$ cat config.mk
export PLATFORM = sky130hd
export DESIGN_NAME = alu_exec_unit
export DESIGN_NICKNAME = d
export VERILOG_FILES = /design/src/rtl/alu_exec_unit.sv
export SDC_FILE = /design/constraint.sdc
export NUM_CORES = 1
export LEC_CHECK = 0
export BUFFER_PORTS_ARGS = -buffer_cell sky130_fd_sc_hd__buf_2
export CAP_MARGIN = 20
export CORE_MARGIN = 2
export CORE_UTILIZATION = 52
export DETAILED_ROUTE_END_ITERATION = 7
export MAX_ROUTING_LAYER = met4
export PLACE_DENSITY = 0.72
export SYNTH_ARGS = -nofsm -noshare
export SYNTH_HDL_FRONTEND = slang
export SYNTH_SLANG_ARGS = --single-unit
$ cat constraint.sdc
create_clock -name clk -period 3.8 [get_ports clk]
set_input_delay 0 -clock clk [delete_from_list [all_inputs] [get_ports clk]]
set_output_delay 0 -clock clk [all_outputs]
set_load 0.01 [all_outputs]
$ cat src/rtl/alu_exec_unit.sv
`default_nettype none
// ============================================================================
// Module   : alu_exec_unit
// Brief    : Execute-stage ALU; single-cycle ops plus bit-serial SLL, with
//            valid/ready handshakes on both sides.
// Revision : 1.0
// ============================================================================
module alu_exec_unit #(
  parameter int W  = 32,
  parameter int SW = 5
) (
  input  logic          clk,
  input  logic          rst_n,
  input  logic          flush,
  input  logic          in_valid,
  output logic          in_ready,
  input  logic [2:0]    alu_ctr,
  input  logic [W-1:0]  op_a,
  input  logic [W-1:0]  op_b,
  input  logic [SW-1:0] shamt,
  output logic          out_valid,
  input  logic          out_ready,
  output logic [W-1:0]  result,
  output logic          zero,
  output logic          ovf
);

  localparam logic [1:0]    C_IDLE    = 2'd0;
  localparam logic [1:0]    C_SHIFT   = 2'd1;
  localparam logic [1:0]    C_DONE    = 2'd2;
  localparam logic [SW-1:0] C_CNT_ONE = SW'(1);

  logic [1:0]    r_state;
  logic [1:0]    w_next;
  logic [W-1:0]  r_work;
  logic [SW-1:0] r_cnt;

  logic          w_accept;
  logic          w_is_shift;
  logic [W-1:0]  w_sum;
  logic [W-1:0]  w_diff;
  logic [W-1:0]  w_alu_res;
  logic          w_alu_ovf;
  logic [W-1:0]  w_shift_next;

  assign w_accept     = in_valid && in_ready && !flush;
  assign w_is_shift   = (alu_ctr == 3'b101) && (shamt != '0);
  assign w_sum        = op_a + op_b;
  assign w_diff       = op_a - op_b;
  assign w_shift_next = {r_work[W-2:0], 1'b0};

  always_comb begin
    w_alu_res = '0;
    w_alu_ovf = 1'b0;
    case (alu_ctr)
      3'b000: w_alu_res = op_a & op_b;
      3'b001: w_alu_res = op_a | op_b;
      3'b010: begin
        w_alu_res = w_sum;
        w_alu_ovf = (op_a[W-1] == op_b[W-1]) && (w_sum[W-1] != op_a[W-1]);
      end
      3'b011: w_alu_res = {{(W-1){1'b0}}, ($signed(op_a) < $signed(op_b))};
      3'b100: w_alu_res = w_sum;
      // Only the shamt==0 case completes here; nonzero shifts go serial.
      3'b101: w_alu_res = op_b;
      3'b110: begin
        w_alu_res = w_diff;
        w_alu_ovf = (op_a[W-1] != op_b[W-1]) && (w_diff[W-1] != op_a[W-1]);
      end
      default: w_alu_res = {{(W-1){1'b0}}, (op_a < op_b)};
    endcase
  end

  always_ff @(posedge clk or negedge rst_n) begin
    if (!rst_n) r_state <= C_IDLE;
    else        r_state <= w_next;
  end

  always_comb begin
    w_next = r_state;
    if (flush) begin
      w_next = C_IDLE;
    end else begin
      case (r_state)
        C_IDLE: begin
          if (w_accept) w_next = w_is_shift ? C_SHIFT : C_DONE;
        end
        C_SHIFT: begin
          if (r_cnt == C_CNT_ONE) w_next = C_DONE;
        end
        C_DONE: begin
          if (w_accept)       w_next = w_is_shift ? C_SHIFT : C_DONE;
          else if (out_ready) w_next = C_IDLE;
        end
        default: w_next = C_IDLE;
      endcase
    end
  end

  always_comb begin
    in_ready  = (r_state == C_IDLE) || ((r_state == C_DONE) && out_ready);
    out_valid = (r_state == C_DONE);
  end

  // Result/flags only change when an op completes, so they hold under stall.
  always_ff @(posedge clk or negedge rst_n) begin
    if (!rst_n) begin
      result <= '0;
      zero   <= 1'b0;
      ovf    <= 1'b0;
      r_work <= '0;
      r_cnt  <= '0;
    end else if (flush) begin
      r_cnt <= '0;
    end else if (w_accept) begin
      if (w_is_shift) begin
        r_work <= op_b;
        r_cnt  <= shamt;
      end else begin
        result <= w_alu_res;
        zero   <= (w_alu_res == '0);
        ovf    <= w_alu_ovf;
      end
    end else if (r_state == C_SHIFT) begin
      r_work <= w_shift_next;
      r_cnt  <= r_cnt - C_CNT_ONE;
      if (r_cnt == C_CNT_ONE) begin
        result <= w_shift_next;
        zero   <= (w_shift_next == '0);
        ovf    <= 1'b0;
      end
    end
  end

endmodule
`default_nettype wire

==> results of run 1 <==
-- power groups by stage --
stage          clock network, uW  logic (uW)  registers (uW)
2_1_floorplan                  0        1170            1240
3_3_place_gp                   0        1790            1240
3_5_place_dp                   0        1810            1250
4_1_cts                      882        1840            1240
5_1_grt                      909        2060            1270
6_report                     876        1880            1240
-- critical path, cell delays in order --
cell and delay (ns):
dlygate4sd3_1 0.51, buf_2 0.16, inv_1 0.08, ha_1 0.38, buf_4 0.20, nor2_1 0.22, o311ai_4 0.21, a21oi_2 0.29
o31ai_4 0.13, o21ai_4 0.24, a311oi_2 0.18, o41ai_2 0.30, o311ai_1 0.26, nor4_2 0.37, nand4_1 0.15, o31ai_2 0.18
-- Yosys cell counts, types with 6 or more instances --
library cell	number
a211oi_1	14
a21boi_0	6
a21o_1	11
a21oi_1	110
a21oi_2	8
a221o_1	7
a221oi_1	10
a22oi_1	23
a31oi_1	26
and2_1	13
buf_2	22
clkbuf_1	48
dfrtp_1	72
ha_1	110
inv_1	113
mux2i_1	14
nand2_1	139
nand2b_1	12
nand3_1	17
nand4_1	12
nor2_1	116
nor2b_1	13
nor3_1	20
nor3b_1	6
nor4_1	21
o211ai_1	7
o21a_1	11
o21ai_0	96
o21bai_1	11
o221ai_1	7
o22ai_1	18
o31ai_1	17
or3_1	9
xnor2_1	9
-- metal layers --
metal | track usage | vias to the layer above | share of wire
li1 | - | 4806 | -
met1 | 0.474 | 4865 | 0.43
met2 | 0.530 | 593 | 0.44
met3 | 0.0587 | 108 | 0.088
met4 | 0.160 | 0 | 0.048
met5 | - | - | 0
-- worst max-delay path by stage --
stage                        from  cells after the start  endpoint  slack, ns
after detailed placement  op_b[4]                     15      zero       0.25
after global routing      op_b[2]                     16      zero      0.006
after global placement    op_b[4]                     15      zero       0.27
final                     op_b[5]                     16      zero       0.19
after CTS                 op_b[5]                     15      zero       0.09
after floorplan           op_a[0]                     12      zero       1.06
-- cell families (layout without fill, tap and decap cells) --
kind of cell | Yosys count | count (layout) | synth area share
XOR/XNOR | 11 | 11 | 0.0101
multiplexers | 16 | 16 | 0.0171
buffers and inverters | 198 | 294 | 0.0859
flip-flops | 72 | 72 | 0.190
AND/OR/NAND/NOR | 411 | 411 | 0.207
adder cells (fa/ha/maj) | 112 | 112 | 0.149
AO/OA/AOI/OAI | 461 | 461 | 0.341
-- what timing repair did --
item | CTS | global route
setup endpoints to repair | 0 | 1
hold buffers | 18 | 0
endpoints found under the hold margin | 87 | 0
gates resized for setup | 0 | 5
buffers inserted | 0 | 1
-- stage by stage --
step / utilization / cell area [sq um]
6_report: 0.598 / 10800
5_1_grt: 0.598 / 10800
4_1_cts: 0.597 / 10700
3_5_place_dp: 0.569 / 10200
3_3_place_gp: 0.569 / 10200
2_1_floorplan: - / 9500
-- final cells by class --
class                           instances  area, sq um
Timing Repair Buffer                  162          983
Inverter                              116          435
Sequential cell                        72         1800
Fill cell                            1737         7210
Tap cell                              229          287
Multi-Input combinational cell       1011         6940
Clock inverter                          7         80.1
Clock buffer                            9          225
-- registers in the layout, summed over array words and instances, names as in the netlist --
signal   count
result      32
ovf          1
zero         1
r_work      31
r_cnt        5
r_state      2
==> qor.yml, run 1 <==
power_and_ir_drop:
  power_switching_uw: 1730
  leakagePower_uw: 0.00494
  ir_worst_vdd_mv: 0.377
  combPwrFrac: 0.470
  power_uw: 3990
  p_int_uw: 2260
  power_frac_seq: 0.311
  power_density_nw_per_um2: 372
  switching_share: 0.433
  clkPwrFrac: 0.219
drt:
  wl_per_cell_microns: 21.2
  drt_iter0_markers: 1018
  vias_per_cell: 6.46
  dr.pass1.iters: 6
  routed_wl_microns: 34100
  ant_nets: 0
  drc: 0
  num_vias: 10372
placed_design:
  gp_congestion: 1.01
  port_buffers: 112
  dp.cells: 1571
  pre_cts_ws_ns: 0.247
  dp_hpwl_microns: 26400
setup_path:
  r2r_end: "zero"
  critPathMaxFanout: 6
  worstPathRequired_ns: 4.05
  crit_arrival_ns: 3.86
  rr_worst_depth: 11
  r2r_slack_ns: 0.41
  critPathCaptureType: "register"
  r2r_start: "r_cnt[1]"
  critPathKind: "in -> reg"
  start_kind: "input port"
die:
  fp.dieH_microns: 139
  die_w_microns: 139
  io_pins: 113
  fp.coreArea_sq_um: 18000
  initial_core_util: 0.529
  row_count: 49
  dieArea_sq_um: 19400
clock_tree:
  h-tree-depth: 3
  clock_sinks: 72
  root_buffer: "clkbuf_16"
  cts_tree: "done"
  clk_pin_slew_ns: 0.06
  cts_buffers: 9
  cts_buffer_depth: 2
  clk_latency_ns: 0.34
global_route:
  grt_max_degree: 73
  antenna_found_initial: 0
  gr-total-overflow: 0
  first_global_vias: 9733
  grt_pass1_wl_microns: 53300
  grt_usage: 0.355
timing:
  tns_ns: 0
  finalSetupViolations: 0
  fin_crit_sh: 0.950
  finalHoldViolCount: 0
  slew_violations: 0
  fin_ws_ns: 0.189
  finalCriticalPeriod_ns: 3.61
  fmax_mhz: 277
  fin_skew_ns: 0.00612
  rsz0062_at_grt: "false"
  hold_ws_ns: 0.0204
  worst_pin_slew_ns: 1.02
  slew_headroom: 0.323
yosys:
  syn_avg_cell_area_sq_um: 7.42
  synth_top_cell_by_area: "dfrtp_1"
  syn-num-nets: 1470
  synth-seq-area-share: 0.190
  ys_types: 96
  synth_top_area_frac: 0.190
  ys.flop_type: "dfrtp_1"
  async_flop_share: 1.00
  syn_inst: 1281
  synth_area_sq_um: 9500
  synth-seq-cells: 72
  synthTopCellsByArea: "dfrtp_1 (19%), ha_1 (14%), a21oi_1 (5.8%), nand2_1 (5.5%), o21ai_0 (5.1%)"
  synth_edf_count: 0
  synth_warnings: 0
hold_path:
  worstHoldEndpoint: "r_work[17]"
  hold-path-cell-count: 3
  hold_class: "in -> reg"
  worstHoldStart: "op_b[17]"
layout:
  final_common_cell: "nand2_1"
  nets: 1561
  antenna_cells: 0
  fin_cells: 1606
  layout_common_cells: "nand2_1 (138), nor2_1 (115), inv_1 (113)"
  area_growth_pct: 13.2
  drive_gt1_frac: 0.163
flow_run:
  cap_violations: 0
run_status:
  status: "finished, final reports clean"
Power figures use the tool's default switching activity.
==> run 2, diff against run 1 <==
--- a/config.mk
+++ b/config.mk
@@ -7,11 +7,13 @@
 export LEC_CHECK = 0
 export BUFFER_PORTS_ARGS = -buffer_cell sky130_fd_sc_hd__buf_2
 export CAP_MARGIN = 20
+export CELL_PAD_IN_SITES_DETAIL_PLACEMENT = 0
+export CELL_PAD_IN_SITES_GLOBAL_PLACEMENT = 1
 export CORE_MARGIN = 2
-export CORE_UTILIZATION = 52
+export CORE_UTILIZATION = 48
 export DETAILED_ROUTE_END_ITERATION = 7
 export MAX_ROUTING_LAYER = met4
-export PLACE_DENSITY = 0.72
+export PLACE_DENSITY_LB_ADDON = 0.1
 export SYNTH_ARGS = -nofsm -noshare
 export SYNTH_HDL_FRONTEND = slang
 export SYNTH_SLANG_ARGS = --single-unit
==> constraint.sdc (replaced) <==
create_clock -name clk -period 3.8 [get_ports clk]
set_input_delay 0 -clock clk [delete_from_list [all_inputs] [get_ports clk]]
set_output_delay 0 -clock clk [all_outputs]
set_load 0.005 [all_outputs]
==> qor.yml, run 2 (synthesis results as in run 1) <==
drt:
  drc: 0  # unchanged
  routed_wl_microns: 36000  # was 34,100 microns
  num_vias: 10288  # was 10.4k
  vias_per_cell: 6.25  # was 6.46
  wl_per_cell_microns: 21.9  # was 21.2 microns
  dr.pass1.iters: 5  # was 6
  drt_iter0_markers: 878  # was 1,018
  ant_nets: 0  # unchanged
clock_tree:
  root_buffer: "clkbuf_16"  # unchanged
  h-tree-depth: 3  # unchanged
  cts_tree: "done"  # unchanged
  cts_buffers: 9  # unchanged
  clk_pin_slew_ns: 0.06  # about the same
  clock_sinks: 72  # unchanged
  cts_buffer_depth: 2  # unchanged
  clk_latency_ns: 0.34  # about the same
layout:
  fillers: 1924  # was 1,737
  antenna_cells: 0  # unchanged
  drive_gt1_frac: 0.166  # was 0.163
  regMostFlops: "result"  # unchanged
  final_common_cell: "nand2_1"  # unchanged
  nets: 1565  # was 1,561
  top_regs: "result (32), r_work (31), r_cnt (5)"  # unchanged
  largest_register_ffs: 32  # unchanged
  area_growth_pct: 13.8  # was 13.2%
  layout_common_cells: "nand2_1 (138), nor2_1 (115), inv_1 (113)"  # unchanged
setup_path:
  crit_top_cell: "a2111oi_2"
  r2r_start: "r_cnt[1]"  # unchanged
  r2r_end: "zero"  # unchanged
  rr_worst_depth: 12  # was 11
  critPathCaptureType: "register"  # unchanged
  cp_num_buf_inv: 3  # was 4
  slowest_stage: "dlygate4sd3_1"  # unchanged
  critPathMaxFanout: 7  # was 6
  cp_cell_sequence: "dlygate4sd3_1 -> buf_2 -> inv_1 -> ha_2 -> nor2_1 -> o311ai_4 -> a2111oi_2 -> o211ai_1 -> a41oi_2 -> nor3_1 -> a2111oi_2 -> a41oi_1 -> and4b_1 -> nand4_1 -> o31ai_2"  # was dlygate4sd3_1 -> buf_2 -> inv_1 -> ha_1 -> buf_4 -> nor2_1 -> o311ai_4 -> a21oi_2 -> o31ai_4 -> o21ai_4 -> a311oi_2 -> o41ai_2 -> o311ai_1 -> nor4_2 -> nand4_1 -> o31ai_2
  max_stage_delay_ns: 0.53  # was 0.51 ns
  cp_top_family: "compound AO/OA/AOI/OAI gates"  # unchanged
  critPathKind: "in -> reg"  # unchanged
  worstPathRequired_ns: 4.05  # about the same
  crit_arrival_ns: 3.85  # was 3.86 ns
  r2r_slack_ns: 0.60  # was 0.41 ns
  start_kind: "input port"  # unchanged
timing:
  finalCriticalPeriod_ns: 3.60  # was 3.61 ns
  slew_headroom: 0.357  # was 0.323
  tns_ns: 0  # unchanged
  fin_crit_sh: 0.946  # was 0.950
  rsz0062_at_grt: "false"  # unchanged
  finalHoldViolCount: 0  # unchanged
  worst_pin_slew_ns: 0.965  # was 1.02 ns
  finalSetupViolations: 0  # unchanged
  slew_violations: 0  # unchanged
  fmax_mhz: 278  # was 277 MHz
  fin_skew_ns: 0.0136  # was 0.00612 ns
power_and_ir_drop:
  leakagePower_uw: 0.00495  # was 0.00494 uW
  clkPwrFrac: 0.219  # about the same
  p_int_uw: 2260  # about the same
  power_frac_seq: 0.312  # was 0.311
  power_uw: 3970  # was 3990 uW
  power_density_nw_per_um2: 368  # was 372 nW/um^2
  combPwrFrac: 0.469  # was 0.470
  ir_worst_vdd_mv: 0.202  # was 0.377 mV
  switching_share: 0.431  # was 0.433
  power_switching_uw: 1710  # was 1730 uW
global_route:
  grt_pass1_wl_microns: 54800  # was 53,300 microns
  grt_max_degree: 73  # unchanged
  gr-total-overflow: 0  # unchanged
  antenna_found_initial: 0  # unchanged
  grt_usage: 0.353  # was 0.355
  first_global_vias: 9414  # was 9,733
die:
  die_w_microns: 145  # was 139 microns
  fp.coreArea_sq_um: 19500  # was 18,000 sq um
  row_count: 51  # was 49
  io_pins: 113  # unchanged
  dieArea_sq_um: 20900  # was 19,400 sq um
  initial_core_util: 0.488  # was 0.529
  fp.dieH_microns: 145  # was 139 microns
placed_design:
  dp_hpwl_microns: 27800  # was 26,400 microns
  port_buffers: 112  # unchanged
  gp_congestion: 1.07  # was 1.01
hold_path:
  hold-path-cell-count: 3  # unchanged
  worstHoldStart: "op_b[1]"  # was op_b[17]
  worstHoldEndpoint: "r_work[1]"  # was r_work[17]
  hold_class: "in -> reg"  # unchanged
flow_run:
  cap_violations: 0  # unchanged
run_status:
  status: "finished, final reports clean"  # unchanged
run 2: changes by cell type in the layout (fill, tap and decap cells not counted):
cell | previous run | this run
inv_8 | 1 | 0
dlygate4sd3_1 | 18 | 17
clkbuf_1 | 0 | 1
nor3b_1 | 5 | 6
nor3b_2 | 2 | 1
ha_1 | 110 | 109
ha_2 | 0 | 1
buf_4 | 33 | 38
run 2: timing repair:
action                                  4_1_cts  5_1_grt
endpoints found under the hold margin        86        0
hold buffers                                 17        0
endpoints found under the setup margin        0        2
setup buffers                                 0        1
resized for setup                             0        5
run 2: how the worst max path moves through the flow:
stage                 start   end  cells after the start
global placement    op_b[2]  zero                     15
global route        op_b[2]  zero                     16
CTS                 op_b[2]  zero                     16
detailed placement  op_b[7]  zero                     14
floorplan           op_a[0]  zero                     12
finish              op_b[2]  zero                     15
run 2: tightest hold or removal path: stages:
cell and delay (ns):
buf_2 0.15, nand2_1 0.07, a31oi_1 0.08
run 2: final cells by class:
| class | count | area [sq um] | share of cell area |
|---|---|---|---|
| well taps | 265 | 332 | 0.0307 |
| inverters | 116 | 435 | 0.0403 |
| multi-input cells | 1011 | 6940 | 0.641 |
| clock inverters | 6 | 68.8 | 0.00636 |
| clock buffers | 10 | 229 | 0.0212 |
| repair buffers | 166 | 1010 | 0.0935 |
| flip-flops and latches | 72 | 1800 | 0.167 |
run 2: per-layer routing:
metal  GRT usage  vias to the layer above  wire (microns)
li1            -                     4820               -
met1       0.491                     4901           16300
met2       0.535                      485           16000
met3      0.0418                       82            2420
met4       0.119                        0            1260
met5           -                        -               0
run 2: per-stage QoR:
| stage | cells | hold slack (ns) | area (sq um) | setup slack [ns] | util |
|---|---|---|---|---|---|
| floorplan | 1281 | -0.296 | 9500 | 1.06 | - |
| finish | 1646 | 0.0133 | 10800 | 0.204 | 0.556 |
| detailed placement | 1612 | 0.195 | 10300 | 0.253 | 0.530 |
| global placement | 1612 | 0.189 | 10300 | 0.237 | 0.530 |
| global route | 1646 | 0.0133 | 10800 | 0.0113 | 0.556 |
| CTS | 1645 | 0.00254 | 10800 | 0.0489 | 0.554 |
run 2: power by group through the flow:
stage | registers [uW] | logic, uW | clock network [uW]
after global routing | 1270 | 2050 | 914
after floorplan | 1200 | 1170 | 0
after global placement | 1230 | 1810 | 0
final | 1240 | 1860 | 872
after CTS | 1230 | 1830 | 882
after detailed placement | 1240 | 1800 | 0
==> run 3, diff against run 2 <==
--- a/config.mk
+++ b/config.mk
@@ -9,6 +9,7 @@
 export CAP_MARGIN = 20
 export CELL_PAD_IN_SITES_DETAIL_PLACEMENT = 0
 export CELL_PAD_IN_SITES_GLOBAL_PLACEMENT = 1
+export CORE_ASPECT_RATIO = 1.2
 export CORE_MARGIN = 2
 export CORE_UTILIZATION = 48
 export DETAILED_ROUTE_END_ITERATION = 7
==> qor.yml, run 3 (synthesis results as in run 1) <==
setup_path:
  r2r_start: "r_state[0]"  # was r_cnt[1]
  max_stage_delay_ns: 0.52  # was 0.53 ns
  r2r_end: "zero"  # unchanged
  critPathCaptureType: "register"  # unchanged
  cp_num_buf_inv: 4  # was 3
  start_kind: "input port"  # unchanged
  crit_arrival_ns: 3.85  # about the same
  cp_cell_sequence: "dlygate4sd3_1 -> buf_2 -> inv_1 -> ha_1 -> buf_4 -> nor2b_2 -> a2111oi_4 -> a21oi_2 -> o31ai_4 -> o21ai_4 -> a221o_1 -> a22oi_1 -> nand2b_1 -> nor4_2 -> nand4_1 -> o31ai_2"  # was dlygate4sd3_1 -> buf_2 -> inv_1 -> ha_2 -> nor2_1 -> o311ai_4 -> a2111oi_2 -> o211ai_1 -> a41oi_2 -> nor3_1 -> a2111oi_2 -> a41oi_1 -> and4b_1 -> nand4_1 -> o31ai_2
  slowest_stage: "dlygate4sd3_1"  # unchanged
  cp_top_family: "compound AO/OA/AOI/OAI gates"  # unchanged
  rr_worst_depth: 10  # was 12
  critPathKind: "in -> reg"  # unchanged
  worstPathRequired_ns: 4.04  # was 4.05 ns
  critPathMaxFanout: 11  # was 7
  r2r_slack_ns: 0.64  # was 0.60 ns
layout:
  area_growth_pct: 13.7  # was 13.8%
  layout_common_cells: "nand2_1 (138), nor2_1 (115), inv_1 (113)"  # unchanged
  largest_register_ffs: 32  # unchanged
  fillers: 1955  # was 1,924
  drive_gt1_frac: 0.168  # was 0.166
  final_common_cell: "nand2_1"  # unchanged
  regMostFlops: "result"  # unchanged
  antenna_cells: 0  # unchanged
  regArea_sq_um: 1800  # unchanged
  nets: 1567  # was 1,565
  multi_input_area_sq_um: 6930  # was 6940 sq um
  top_regs: "result (32), r_work (31), r_cnt (5)"  # unchanged
flow_run:
  cap_violations: 0  # unchanged
power_and_ir_drop:
  ir_worst_vdd_mv: 0.251  # was 0.202 mV
  p_int_uw: 2210  # was 2260 uW
  combPwrFrac: 0.475  # was 0.469
  switching_share: 0.428  # was 0.431
  power_density_nw_per_um2: 358  # was 368 nW/um^2
  power_switching_uw: 1650  # was 1710 uW
  leakagePower_uw: 0.00495  # about the same
  clkPwrFrac: 0.207  # was 0.219
  power_frac_seq: 0.318  # was 0.312
placed_design:
  dp_hpwl_microns: 26700  # was 27,800 microns
  gp_congestion: 0.978  # was 1.07
  port_buffers: 112  # unchanged
  pre_cts_ws_ns: 0.0944  # was 0.253 ns
clock_tree:
  cts_buffers: 9  # unchanged
  clock_sinks: 72  # unchanged
  clk_latency_ns: 0.33  # was 0.34 ns
  post_cts_buffers: 0  # unchanged
  h-tree-depth: 3  # unchanged
  root_buffer: "clkbuf_16"  # unchanged
  cts_buffer_depth: 2  # unchanged
  cts_tree: "done"  # unchanged
  clk_pin_slew_ns: 0.06  # about the same
global_route:
  gr-total-overflow: 0  # unchanged
  first_global_vias: 9313  # was 9,414
  grt_usage: 0.333  # was 0.353
  grt_pass1_wl_microns: 53100  # was 54,800 microns
  grt_max_degree: 68  # was 73
  antenna_found_initial: 0  # unchanged
die:
  die_w_microns: 132  # was 145 microns
  fp.dieH_microns: 158  # was 145 microns
  io_pins: 113  # unchanged
  row_count: 56  # was 51
  initial_core_util: 0.488  # about the same
  dieArea_sq_um: 20900  # about the same
  fp.coreArea_sq_um: 19500  # about the same
timing:
  fin_ws_ns: 0.188  # was 0.204 ns
  fmax_mhz: 277  # was 278 MHz
  rsz0062_at_grt: "false"  # unchanged
  worst_pin_slew_ns: 0.732  # was 0.965 ns
  finalCriticalPeriod_ns: 3.61  # was 3.60 ns
  slew_violations: 0  # unchanged
  finalHoldViolCount: 0  # unchanged
  finalSetupViolations: 0  # unchanged
  fin_skew_ns: 0.00695  # was 0.0136 ns
  tns_ns: 0  # unchanged
  fin_crit_sh: 0.951  # was 0.946
  slew_headroom: 0.512  # was 0.357
drt:
  routed_wl_microns: 34500  # was 36,000 microns
  drc: 0  # unchanged
  ant_nets: 0  # unchanged
  vias_per_cell: 6.14  # was 6.25
  dr.pass1.iters: 5  # unchanged
  wl_per_cell_microns: 21.0  # was 21.9 microns
  drt_iter0_markers: 827  # was 878
  num_vias: 10096  # was 10.3k
hold_path:
  worstHoldEndpoint: "r_work[2]"  # was r_work[1]
  hold_class: "in -> reg"  # unchanged
  worstHoldStart: "op_b[2]"  # was op_b[1]
  hold-path-cell-count: 3  # unchanged
run_status:
  status: "finished, final reports clean"  # unchanged
[run 3: worst max path at each step]
stage,cells after the start,start,endpoint,slack (ns)
3_3_place_gp,15,op_b[4],zero,0.13
6_report,16,op_b[7],zero,0.19
3_5_place_dp,15,op_b[4],zero,0.09
2_1_floorplan,12,op_a[0],zero,1.06
4_1_cts,14,op_b[15],zero,0.15
5_1_grt,16,op_b[7],zero,0.04
[run 3: tightest hold or removal path: cells and delay by family]
| family | cells | cell delay [ns] |
|---|---|---|
| AOI/OAI and AO/OA | 1 | 0.08 |
| buffers and inverters | 1 | 0.12 |
| and+or+nand+nor | 1 | 0.09 |
[run 3: cell type report]
cell class	count	share of cell area
clock buffer	10	0.0221
clock inverter	6	0.00394
tap	261	0.0302
timing repair buffer	168	0.0950
multi-input combinational	1011	0.642
inverter	116	0.0403
sequential	72	0.167
[run 3: stage by stage]
stage,std cells,total power [uW],util,hold WS (ns),cell area (sq um)
after floorplan,1281,2360,-,-0.296,9500
after global placement,1610,3010,0.530,0.0592,10300
after CTS,1644,3840,0.554,0.00301,10800
after detailed placement,1610,3020,0.530,0.0548,10300
final,1644,3860,0.554,0.00283,10800
after global routing,1644,4130,0.554,0.00613,10800
[run 3: metal layers]
layer,part of all wire,routed length [microns],vias to the layer above,track usage
met4,0.026,913,0,0.100
li1,-,-,4824,-
met2,0.46,15700,393,0.529
met3,0.063,2180,50,0.0317
met1,0.45,15700,4829,0.450
met5,0,0,-,-
[run 3: what timing repair did]
item                                    CTS  global route
endpoints found under the setup margin    0             2
gates resized for setup                   0             6
hold endpoints to repair                 41             0
hold buffers                             18             0
[run 3: power by group through the flow]
stage                     registers [uW]  logic, uW  clock network [uW]
final                               1230       1840                 802
after global routing                1260       2020                 840
after CTS                           1230       1810                 807
after detailed placement            1240       1780                   0
after global placement              1230       1780                   0
after floorplan                     1200       1170                   0
